**src/rtl/tcount_seq_if.sv**
```systemverilog
// Bundle of count-control and count-status signals between a controller and tcount_seq.
// Latency: none; wires only.
// Backpressure: none; en/load are sampled every clock, with no ready path.
// Ports (master = controller side, slave = counter side):
//   en, up, load, d        controller -> counter
//   q, t, tc, wrap         counter -> controller
//   oneshot / done         only present when TCOUNT_ONESHOT_EN is defined
interface tcount_seq_if #(
  parameter int WIDTH = 4
);
  logic             en;
  logic             up;
  logic             load;
  logic [WIDTH-1:0] d;
  logic [WIDTH-1:0] q;
  logic [WIDTH-1:0] t;
  logic             tc;
  logic             wrap;
`ifdef TCOUNT_ONESHOT_EN
  logic             oneshot;
  logic             done;
`endif

  modport master (
    output en, up, load, d,
    input  q, t, tc, wrap
`ifdef TCOUNT_ONESHOT_EN
    , output oneshot
    , input  done
`endif
  );

  modport slave (
    input  en, up, load, d,
    output q, t, tc, wrap
`ifdef TCOUNT_ONESHOT_EN
    , input  oneshot
    , output done
`endif
  );
endinterface

```
**src/rtl/tcount_seq.sv**
```systemverilog
// Modulo up/down counter with parallel load; emits the per-bit toggle vector for a T-flop bank.
// Latency: q and wrap update one edge after inputs are sampled; t and tc are combinational.
// Backpressure: none; the counter acts on en/load every cycle.
// Ports:
//   clk          rising-edge clock
//   clr          asynchronous active-high clear (q=0, wrap=0, done=0)
//   bus.en/up    count enable / direction (1 = up)
//   bus.load/d   synchronous load; d above MODULO-1 saturates to MODULO-1
//   bus.q        registered count
//   bus.t        q ^ next q, drives an external T flip-flop bank
//   bus.tc       terminal count: en & ~load & (up ? q==MODULO-1 : q==0)
//   bus.wrap     one-cycle pulse in the cycle after a wrap edge
// Optional build macro TCOUNT_ONESHOT_EN adds bus.oneshot / bus.done:
//   with oneshot=1 the counter stops at terminal count instead of wrapping
//   and stays frozen with done=1 until load or clr.
// Parameter constraints: 2 <= WIDTH <= 16, 2 <= MODULO <= 2**WIDTH.
module tcount_seq #(
  parameter int WIDTH  = 4,
  parameter int MODULO = 16
) (
  input  logic         clk,
  input  logic         clr,
  tcount_seq_if.slave  bus
);

  // One extra bit so MODULO == 2**WIDTH is representable.
  localparam logic [WIDTH:0]   mod_ext = (WIDTH+1)'(MODULO);
  localparam logic [WIDTH-1:0] max_val = WIDTH'(MODULO - 1);
  localparam logic [WIDTH-1:0] one     = WIDTH'(1);

  logic             en;
  logic             up;
  logic             load;
  logic [WIDTH-1:0] d;

  assign en   = bus.en;
  assign up   = bus.up;
  assign load = bus.load;
  assign d    = bus.d;

  logic [WIDTH-1:0] q;
  logic [WIDTH-1:0] q_nxt;
  logic             wrap;
  logic             wrap_nxt;
  logic             tc_hit;
  logic             tc;
  logic             out_of_range;
  logic             frozen;
  logic             stop;

`ifdef TCOUNT_ONESHOT_EN
  typedef enum logic {
    st_run  = 1'b0,
    st_done = 1'b1
  } state_t;

  state_t state;
  state_t state_nxt;
  logic   oneshot;

  assign oneshot = bus.oneshot;

  always_ff @(posedge clk or posedge clr) begin
    if (clr) begin
      state <= st_run;
    end else begin
      state <= state_nxt;
    end
  end

  always_comb begin
    frozen    = (state == st_done);
    // Terminal count with oneshot set parks the counter rather than wrapping.
    stop      = oneshot & tc & ~frozen;
    state_nxt = state;
    if (load) begin
      state_nxt = st_run;
    end else if (stop) begin
      state_nxt = st_done;
    end
  end

  assign bus.done = (state == st_done);
`else
  assign frozen = 1'b0;
  assign stop   = 1'b0;
`endif

  // Only reachable through a corrupted register; recover on the next count.
  assign out_of_range = ({1'b0, q} >= mod_ext);

  assign tc_hit = up ? (q == max_val) : (q == '0);
  assign tc     = en & ~load & tc_hit;

  always_comb begin
    q_nxt    = q;
    wrap_nxt = 1'b0;
    if (load) begin
      q_nxt = (d > max_val) ? max_val : d;
    end else if (en && !frozen) begin
      if (out_of_range) begin
        q_nxt = '0;
      end else if (stop) begin
        q_nxt = q;
      end else if (up) begin
        q_nxt = (q == max_val) ? '0 : (q + one);
      end else begin
        q_nxt = (q == '0) ? max_val : (q - one);
      end
      // A wrap is only an edge that actually rolled over; loads never count.
      wrap_nxt = tc & ~stop;
    end
  end

  always_ff @(posedge clk or posedge clr) begin
    if (clr) begin
      q    <= '0;
      wrap <= 1'b0;
    end else begin
      q    <= q_nxt;
      wrap <= wrap_nxt;
    end
  end

  assign bus.q    = q;
  assign bus.t    = q ^ q_nxt;
  assign bus.tc   = tc;
  assign bus.wrap = wrap;

endmodule

```
**src/flat_wrapper.sv**
```systemverilog
// flat-port wrapper written by rule: the top's interface ports become plain ports
module tcount_seq_flat 
#(
  parameter int WIDTH  = 4,
  parameter int MODULO = 16
)
  (clk, clr, bus_en, bus_up, bus_load, bus_d, bus_q, bus_t, bus_tc, bus_wrap);
  tcount_seq_if #(.WIDTH(WIDTH)) bus_i ();
  input  logic clk;
  input  logic clr;
  input wire logic [$bits(bus_i.en)-1:0] bus_en;
  input wire logic [$bits(bus_i.up)-1:0] bus_up;
  input wire logic [$bits(bus_i.load)-1:0] bus_load;
  input wire logic [$bits(bus_i.d)-1:0] bus_d;
  output wire logic [$bits(bus_i.q)-1:0] bus_q;
  output wire logic [$bits(bus_i.t)-1:0] bus_t;
  output wire logic [$bits(bus_i.tc)-1:0] bus_tc;
  output wire logic [$bits(bus_i.wrap)-1:0] bus_wrap;
  assign bus_i.en = bus_en;
  assign bus_i.up = bus_up;
  assign bus_i.load = bus_load;
  assign bus_i.d = bus_d;
  assign bus_q = bus_i.q;
  assign bus_t = bus_i.t;
  assign bus_tc = bus_i.tc;
  assign bus_wrap = bus_i.wrap;
  tcount_seq #(.WIDTH(WIDTH), .MODULO(MODULO)) u_core (.clk(clk), .clr(clr), .bus(bus_i));
endmodule
```
**config.mk**
```make
export PLATFORM = sky130hd
export DESIGN_NAME = tcount_seq_flat
export DESIGN_NICKNAME = d
export VERILOG_FILES = /design/src/rtl/tcount_seq_if.sv /design/src/rtl/tcount_seq.sv /design/src/flat_wrapper.sv
export SDC_FILE = /design/constraint.sdc
export NUM_CORES = 1
export LEC_CHECK = 0
export CAP_MARGIN = 0
export CELL_PAD_IN_SITES_DETAIL_PLACEMENT = 2
export CELL_PAD_IN_SITES_GLOBAL_PLACEMENT = 2
export CORE_MARGIN = 2
export CORE_UTILIZATION = 23
export CTS_CLUSTER_DIAMETER = 80
export DETAILED_ROUTE_END_ITERATION = 6
export MAX_ROUTING_LAYER = met4
export PLACE_DENSITY = 0.84
export RECOVER_POWER = 25
export SLEW_MARGIN = 20
export SYNTH_ARGS = -nofsm -noshare
export SYNTH_HDL_FRONTEND = slang
export SYNTH_SLANG_ARGS = --single-unit
```
**constraint.sdc**
```tcl
create_clock -name clk -period 2.8 [get_ports clk]
set_input_delay 0.84 -clock clk [delete_from_list [all_inputs] [get_ports clk]]
set_output_delay 0.84 -clock clk [all_outputs]
set_load 0.05 [all_outputs]
```
==> impl_results.md <==
* Ys Warns at 0
* Internal power at between 300 and 400 uW
* Status: complete, but fails checks
* Static leakage at between 0.0004 and 0.0005 uW
* Area of the die at around 0.0026 sq mm
* Cell variety after synth at 31
* Final Hold Fails at 0
* Buffers on Ports at 18
* Hold buffers post-CTS at 0
* Area leader, netlist: dfrtp_1
* Internal reg-to-reg setup slack at about 0.82 ns
* Setup violators final at 2
* Global-route wire length before repair at around 3700 um
* Core Rows at 17
* Post-synthesis cell count at 63
* Area Growth Syn to Fin at 107%
* DR pass1 iterations at 4
* Flops & latches, synth at 5
* Largest net degree at the start of global routing at 10
* Crit-path leading delay family: compound AO/OA/AOI/OAI gates
* Crit path cell chain: inv_4 -> buf_4 -> or4_4 -> a21bo_4 -> a21oi_4 -> a2bb2oi_4 -> buf_12
* Initial antenna violation count at 0
* Origin of the critical flop-to-flop path: u_core.bus.q[0]
* Critical Path RT at between 1.5 and 2 ns
* Rel. slew slack at about two thirds
* Max Fclk at between 300 and 400 MHz
* Via Count at approximately 660
* Crit-path slowest cell: or4_4
* FF-to-FF path depth at 8
* Antenna viol nets, final at 0
* I/O Pins at 19
* HP Class: reg -> reg
* Top post-synthesis cells by count: 7 x nand2_1, 5 x a21oi_1, 5 x dfrtp_1, 5 x nor2_1, 5 x o21ai_1
* Main synth FF type: dfrtp_1
* Worst-path clk slew at approximately 0.050 ns
* Gpl congestion at approximately 0.77
* Psw at between 200 and 250 uW
* RSZ-0062 raised after global routing: yes
* CTS max path bufs at 2
* Wire length per cell at ~21 um
* Hold_sp: u_core.bus.q[2]
* Num CTS Buffers at 3
* Fin crit period at between 2 and 3 ns
* Worst setup margin at -0.0983 ns
* Tcrit/Tclk final at 104%
* Overall Global Routing Usage at 20.9%
* Failing checks: setup timing
* Peak supply drop at 0.283 mV
* Most common cell in the netlist: nand2_1
* Core footprint at ~0.0021 sq mm
* Crit path capture type: output pin
* Top-area cell type share of the netlist area at between 20 and 25%
* Vias/cell at ~5
* H-tree levels at 1
* Top post-synthesis cells by area: dfrtp_1 25%, buf_6 6.6%, nand2_1 5.1%, xnor2_1 5.1%, a21oi_1 4.9%
* Maxcap violations at 0
* Sw Share at approximately 45%
* Routed WL at between 2000 and 3000 um
* Synth Cell Area at 510 sq um
* DRC errors left at 0
* Worst slew pin tran at ~0.50 ns
* Inserted Diodes at 0
* Later-pin clock latency in the skew report at between 0.2 and 0.3 ns
* Post-synth ARST share at 100%
* Post-Syn Nets at 74
* TritonCTS clock tree: done
* Fin nets at 115
* Slew Limit Fails at 0
* Reg-to-reg endpoint: u_core.bus.q[3]
* Sequential power share at around 17%
* Worst hold slack at 0.693 ns
* Hold path endpoint: u_core.bus.q[2]
* Post-synthesis sequential area ratio at 24.5%
* Mean post-synth cell area at about 8.1 sq um
* Root buffer cell: clkbuf_4
* Die height at roughly 51 um
* GRT overflow at 0
* Hold Crit Depth at 3
* Number of flops mapped to enable cells by yosys at 0
* Initial core utilization at 23.8%
* Power per Cell Area at ~520 mW/mm^2
* DP HPWL at 1460 um
* CP peak stage delay at approximately 0.43 ns
* Vias in the first global route at between 700 and 800
* WP buf/inv at 3
* DR iter-0 viols at 2
* Skew final at between 0.005 and 0.006 ns
* Crit path DAT at just over 2 ns
* Final Power at between 500 and 600 uW
* Comb pwr share at about 66%
* Setup CP Type: reg -> out
* Crit Path Max Fanout at 3
* Startpoint types: flip-flop
* Clock power frac at about 17%
* Die width at 51.1 um
* Clock sinks at 5
* Share of cells above drive strength 1 at between 50% and 60%
[flip-flops by register name, indices dropped and copies added (netlist names)]
register and cells:
u_core.bus.wrap 1, u_core.bus.q 4
[repair_timing]
action / in CTS / in global routing
pin swaps: 10 / 9
buffers inserted: 5 / 4
resized for setup: 23 / 13
endpoints found under the hold margin: 0 / 0
endpoints found under the setup margin: 5 / 5
[cells by family (layout without fill, tap and decap cells)]
logic type / after synthesis / count (layout) / synth area share, %
DFF: 5 / 5 / 24.5
buffers and inverters: 10 / 50 / 12.5
and+or+nand+nor: 18 / 18 / 16.7
xor gates and xnor gates: 5 / 5 / 8.58
muxes: 2 / 2 / 4.17
adders and majority gates: 2 / 2 / 4.90
AOI/OAI and AO/OA: 21 / 21 / 28.7
[layout by cell type, fill, tap and decap left out, types with 2 or more instances in the layout]
cell type | Yosys | routed
dfrtp_2 | 0 | 3
inv_4 | 1 | 3
a21o_1 | 2 | 2
nand2_1 | 7 | 6
buf_12 | 0 | 3
clkbuf_4 | 0 | 3
dfrtp_1 | 5 | 2
o21ai_1 | 5 | 4
a21oi_1 | 5 | 3
buf_4 | 0 | 22
buf_6 | 3 | 3
inv_1 | 4 | 2
nor2_1 | 5 | 4
xnor2_1 | 3 | 2
clkdlybuf4s50_1 | 0 | 9
xor2_1 | 2 | 2
[how the worst max path moves through the flow]
stage / from / endpoint / slack, ns / cells after the start
2_1_floorplan: u_core.bus.q[3] / bus_t[3] / 0.003 / 5
3_3_place_gp: bus_up / bus_t[3] / -0.36 / 5
3_5_place_dp: bus_up / bus_t[3] / -0.38 / 5
4_1_cts: u_core.bus.q[0] / bus_t[3] / -0.04 / 8
5_1_grt: u_core.bus.q[0] / bus_t[3] / -0.14 / 8
6_report: u_core.bus.q[0] / bus_t[3] / -0.1 / 7
[power groups by stage]
stage | clock network (uW) | logic [uW] | registers (uW)
after floorplan | 0 | 146 | 118
after global placement | 0 | 276 | 87.4
after detailed placement | 0 | 282 | 88.1
after CTS | 88.0 | 318 | 89.5
after global routing | 97.0 | 381 | 91.4
final | 92.7 | 362 | 90.9
[tightest hold or removal path, cell delays in order (launching register included)]
cell and delay (ns):
dfrtp_2 0.38, inv_4 0.05, xnor2_1 0.15, o21ai_1 0.07
[area by class of cell]
| type | count | area, sq um |
|---|---|---|
| fill | 227 | 1090 |
| timing repair buffer | 41 | 388 |
| tap | 28 | 35.0 |
| sequential | 5 | 129 |
| inverter | 5 | 26.3 |
| clock buffer | 4 | 26.3 |
| multi-input combinational | 48 | 453 |
[metrics by stage]
step | util (%) | setup TNS [ns] | cells | worst slack (ns) | cell area, sq um
after floorplan | - | 0 | 63 | 0.00257 | 546
after global placement | 39.5 | -1.38 | 118 | -0.356 | 848
after detailed placement | 39.5 | -1.59 | 118 | -0.378 | 848
after CTS | 45.2 | -0.0361 | 127 | -0.0361 | 971
after global routing | 49.2 | -0.348 | 131 | -0.142 | 1060
final | 49.2 | -0.128 | 131 | -0.0983 | 1060
[layer usage]
layer / GRT usage [%] / wire length [um] / part of all wire [%]
met4: 4.95 / 30 / 1.1
met5: - / 0 / 0
met3: 6.43 / 108 / 3.9
met2: 35.1 / 1430 / 52
met1: 24.4 / 1190 / 43
Note: power is estimated with default switching activity, not from simulation.
==> RTL edit 1 (same settings) <==
`WIDTH` is set to 4 in 3 places; all go to 6.
--- a/src/rtl/tcount_seq_if.sv
+++ b/src/rtl/tcount_seq_if.sv
@@ -8,3 +8,3 @@
 interface tcount_seq_if #(
-  parameter int WIDTH = 4
+  parameter int WIDTH = 6
 );
--- a/src/rtl/tcount_seq.sv
+++ b/src/rtl/tcount_seq.sv
@@ -17,3 +17,3 @@
 module tcount_seq #(
-  parameter int WIDTH  = 4,
+  parameter int WIDTH  = 6,
   parameter int MODULO = 16
--- a/src/flat_wrapper.sv
+++ b/src/flat_wrapper.sv
@@ -3,3 +3,3 @@
 #(
-  parameter int WIDTH  = 4,
+  parameter int WIDTH  = 6,
   parameter int MODULO = 16
Interface: changed (resized bus_d, bus_q and bus_t); port bits go from 19 to 25. The function was not compared with the original's and may differ.
==> RTL edit 1 against the unedited design <==
- the run still ends with negative setup slack left
- design area is 56% higher
- wire length is 49% higher
- combinational power is 21% higher
- setup slack worse by 0.31 ns
- register-to-register slack worse by 0.11 ns
- sequential cell count is 2 higher
- total power is 21% higher
- synthesized area is 37% higher
- critical endpoint unchanged
- highest routed layer unchanged
==> RTL edit 1: results (changes against the unedited design) <==
status:
  status: "complete, but fails checks"  # unchanged
  violations: "negative setup slack"  # unchanged
critical_path:
  cp_max_fo: 9  # was 3
  worstPathArrival_ns: 2.37  # was 2.06 ns
finish:
  drive_gt1_frac: 0.653  # was 0.553
  reg.largest.list: "u_core.bus.q: 6 flops, u_core.bus.wrap: 1 flops"  # was u_core.bus.q: 4 flops, u_core.bus.wrap: 1 flops
  ff_latch_area_um2: 180  # was 129 µm²
routing:
  drt-total-wl_um: 4120  # was 2760 µm
  drt_iter0_markers: 41  # was 2
synth:
  ys_types: 36  # was 31
  synth-seq-area-share: 0.250  # was 0.245
  syn_inst: 83  # was 63
  synth_nets: 97  # was 74
  synthTopCellsByArea: "dfrtp_1 25%, a21oi_1 5.7%, ha_1 5.4%, nor2_1 5.4%, o21ai_0 5.0%"  # was dfrtp_1 25%, buf_6 6.6%, nand2_1 5.1%, xnor2_1 5.1%, a21oi_1 4.9%
  yosys-top-cells-count: "10 x nor2_1, 8 x a21oi_1, 7 x dfrtp_1, 7 x nand2_1, 7 x o21ai_0"  # was 7 x nand2_1, 5 x a21oi_1, 5 x dfrtp_1, 5 x nor2_1, 5 x o21ai_1
place:
  post-place-ws_ns: -0.878  # was -0.378 ns
  dp.cells: 157  # was 118
  place.gp.congestion: 0.839  # was 0.766
  placed_cell_area_mm2: 0.00131  # was 848 µm²
  io_buffers: 24  # was 18
global_route:
  grt_pass1_vias: 1033  # was 705
  grt_use_total: 0.227  # was 0.209
  grt_pass1_wl_um: 5550  # was 3700 µm
sta:
  skew_ns: 0.00232  # was 0.00522 ns
  setup_viol: 7  # was 2
  tns_ns: -2.11  # was -0.128 ns
  tightest_slew_ns: 0.522  # was 0.503 ns
  worst_slack_ns: -0.408  # was -0.0983 ns
power_and_ir_drop:
  leakage_nw: 0.690  # was 0.459 nW
==> RTL edit 1: cell count changes in the layout (fill, tap and decap cells not counted), moves of 3 or more <==
cell,change
buf_4,+12
buf_6,+5
buf_12,+4
o21ai_1,-4
o21ai_4,+4
clkdlybuf4s50_1,+3
inv_2,+3
inv_4,-3
==> RTL edit 1: worst max-delay path, stage by stage <==
cell and delay [ns]:
buf_8 0.07, buf_4 0.12, buf_8 0.15, nand3_1 0.11
o22ai_1 0.30, a2111oi_4 0.15, buf_4 0.17, o311a_4 0.31
buf_12 0.15
==> RTL edit 1: report_power, final <==
part,internal [mW],switching (mW)
clock network,0.0550,0.0471
logic,0.210,0.227
registers,0.110,0.00998
total,0.375,0.284
==> RTL edit 1: what timing repair did <==
| action | in CTS | in global routing |
|---|---|---|
| buffers inserted | 11 | 9 |
| pin swaps | 16 | 13 |
| endpoints found under the setup margin | 7 | 7 |
| resized for setup | 41 | 12 |
==> RTL edit 1: final timing paths <==
kind / startpoint / end / slack (ns) / cells past startpoint
hold / removal: u_core.bus.q[4]$_DFF_PP0_ / u_core.bus.q[4]$_DFF_PP0_ / 0.74 / 3
setup reg to reg: u_core.bus.q[0]$_DFF_PP0_ / u_core.bus.q[3]$_DFF_PP0_ / 0.71 / 9
setup / recovery: bus_up / bus_t[3] / -0.41 / 9
hold reg to reg: u_core.bus.q[4]$_DFF_PP0_ / u_core.bus.q[4]$_DFF_PP0_ / 0.74 / 3
min in group asynchronous: clr / u_core.bus.q[3]$_DFF_PP0_ / 0.98 / 2
max in group asynchronous: clr / u_core.bus.q[0]$_DFF_PP0_ / 1.57 / 2
==> RTL edit 1: metal layers <==
layer	vias up	part of all wire	global-route usage	wire length (µm)
met2	34	0.52	0.427	2140
met5	-	0	-	0
met4	0	0.024	0.0390	97
li1	426	-	-	-
met3	8	0.044	0.0459	180
met1	477	0.41	0.246	1700
==> RTL edit 1: cell families (layout without fill, tap and decap cells) <==
logic type                 count (synthesis)  after routing  share of synthesized area
adders and majority gates                  3              3                     0.0537
xor gates and xnor gates                   5              5                     0.0626
buffers and inverters                     11             75                      0.106
DFF                                        7              7                      0.250
AOI/OAI and AO/OA                         30             30                      0.320
and+or+nand+nor                           27             27                      0.208
==> RTL edit 1: layout make-up <==
| type | instances | share of cell area |
|---|---|---|
| timing repair buffer | 66 | 0.405 |
| multi-input combinational | 65 | 0.431 |
| clock buffer | 4 | 0.0159 |
| sequential | 7 | 0.109 |
| inverter | 5 | 0.0144 |
| tap | 33 | 0.0251 |
==> RTL edit 2 (same settings) <==
Made on the original files. `MODULO` is set to 16 in 2 places; all go to 15. Comments in the files are not updated.
--- a/src/rtl/tcount_seq.sv
+++ b/src/rtl/tcount_seq.sv
@@ -18,3 +18,3 @@
   parameter int WIDTH  = 4,
-  parameter int MODULO = 16
+  parameter int MODULO = 15
 ) (
--- a/src/flat_wrapper.sv
+++ b/src/flat_wrapper.sv
@@ -4,3 +4,3 @@
   parameter int WIDTH  = 4,
-  parameter int MODULO = 16
+  parameter int MODULO = 15
 )
Behaviour: not the same (a bounded check fails within 4 cycles, from zero or initial values).
==> RTL edit 2 against the unedited design <==
- the run still ends with negative setup slack left
- setup slack worse by 0.17 ns
- critical path type unchanged
- largest power group unchanged
- synthesized area is 9.8% higher
- design area is 14% higher
- wire length is 16% higher
- maximum frequency is 5.5% lower
- synthesized cell count is 13% higher
- sequential cell count stayed put
- total power is 3.7% higher
==> RTL edit 2: results (changes against the unedited design) <==
routing:
  met1_length_um: 1290  # was 1190 µm
  drt_iter0_markers: 8  # was 2
  met3_length_um: 129  # was 108 µm
  viasPerCell: 5.20  # was 5.05
finish:
  ff_latch_area_um2: 130  # was 129 µm²
  buffers: 47  # was 41
  multi_input_area_um2: 536  # was 453 µm²
  n_fill_cell: 244  # was 227
  fin_nets: 131  # was 115
  seq_share: 0.108  # was 0.122
  drive_gt1_frac: 0.590  # was 0.553
  clkCellAreaFrac: 0.0218  # was 0.0249
  multi_input_cells: 56  # was 48
  buffer_area_frac: 0.374  # was 0.367
critical_path:
  slowest_stage: "dfrtp_2"  # was or4_4
  cp_max_fo: 6  # was 3
  worstPathArrival_ns: 2.23  # was 2.06 ns
  slowest_delay_ns: 0.46  # was 0.43 ns
global_route:
  met2_usage: 0.473  # was 0.351
  grt_use_met1: 0.285  # was 0.244
  grt_use_total: 0.266  # was 0.209
  met3_usage: 0.0480  # was 0.0643
synth:
  synthTopCellsByArea: "dfrtp_1 22%, ha_1 8.9%, a21oi_1 5.4%, nand2_1 5.4%, mux2i_1 3.6%"  # was dfrtp_1 25%, buf_6 6.6%, nand2_1 5.1%, xnor2_1 5.1%, a21oi_1 4.9%
  yosys.area_share.adder: 0.0893  # was 0.0490
  ys_types: 34  # was 31
  synth-xor-area-share: 0.0469  # was 0.0858
  yosys-top-cells-count: "8 x nand2_1, 6 x a21oi_1, 5 x dfrtp_1"  # was 7 x nand2_1, 5 x a21oi_1, 5 x dfrtp_1, 5 x nor2_1, 5 x o21ai_1
  syn_area_per_cell_um2: 7.89  # was 8.10 µm²
place:
  post-place-ws_ns: -0.635  # was -0.378 ns
  hpwl_um: 1890  # was 1460 µm
power_and_ir_drop:
  power_mw: 0.566  # was 0.546 mW
  internal-power_mw: 0.307  # was 0.302 mW
  pg_clk_mw: 0.0976  # was 0.0927 mW
  comb-power_mw: 0.373  # was 0.362 mW
  leakage_nw: 0.522  # was 0.459 nW
  ir_drop_v: 0.000359  # was 0.000283 V
sta:
  skew_ns: 0.00552  # was 0.00522 ns
  tns_ns: -0.796  # was -0.128 ns
  worst_slack_ns: -0.268  # was -0.0983 ns
  setup_viol: 4  # was 2
status:
  status: "complete, but fails checks"  # unchanged
  violations: "negative setup slack"  # unchanged
worst_hold_path:
  hp-start: "u_core.bus.q[3]$_DFF_PP0_"  # was u_core.bus.q[2]$_DFF_PP0_
[RTL edit 2: final timing paths]
check	slack [ns]	endpoint	cells past startpoint
setup reg to reg	0.98	u_core.bus.q[1]$_DFF_PP0_	8
hold reg to reg	0.86	u_core.bus.q[3]$_DFF_PP0_	3
setup / recovery	-0.27	bus_t[2]	8
min in group asynchronous	0.94	u_core.bus.q[3]$_DFF_PP0_	2
hold / removal	0.86	u_core.bus.q[3]$_DFF_PP0_	3
max in group asynchronous	1.65	u_core.bus.q[0]$_DFF_PP0_	2
[RTL edit 2: cells by family after synthesis]
group | Yosys count
AOI/OAI and AO/OA | 23
xor gates and xnor gates | 3
adders and majority gates | 4
buffers and inverters | 10
DFF | 5
muxes | 3
and+or+nand+nor | 23
[RTL edit 2: what timing repair did]
action,4_1_cts,5_1_grt
gates resized for setup,17,16
endpoints found under the setup margin,5,5
buffers inserted,4,5
cloned,0,0
pin swaps,7,9
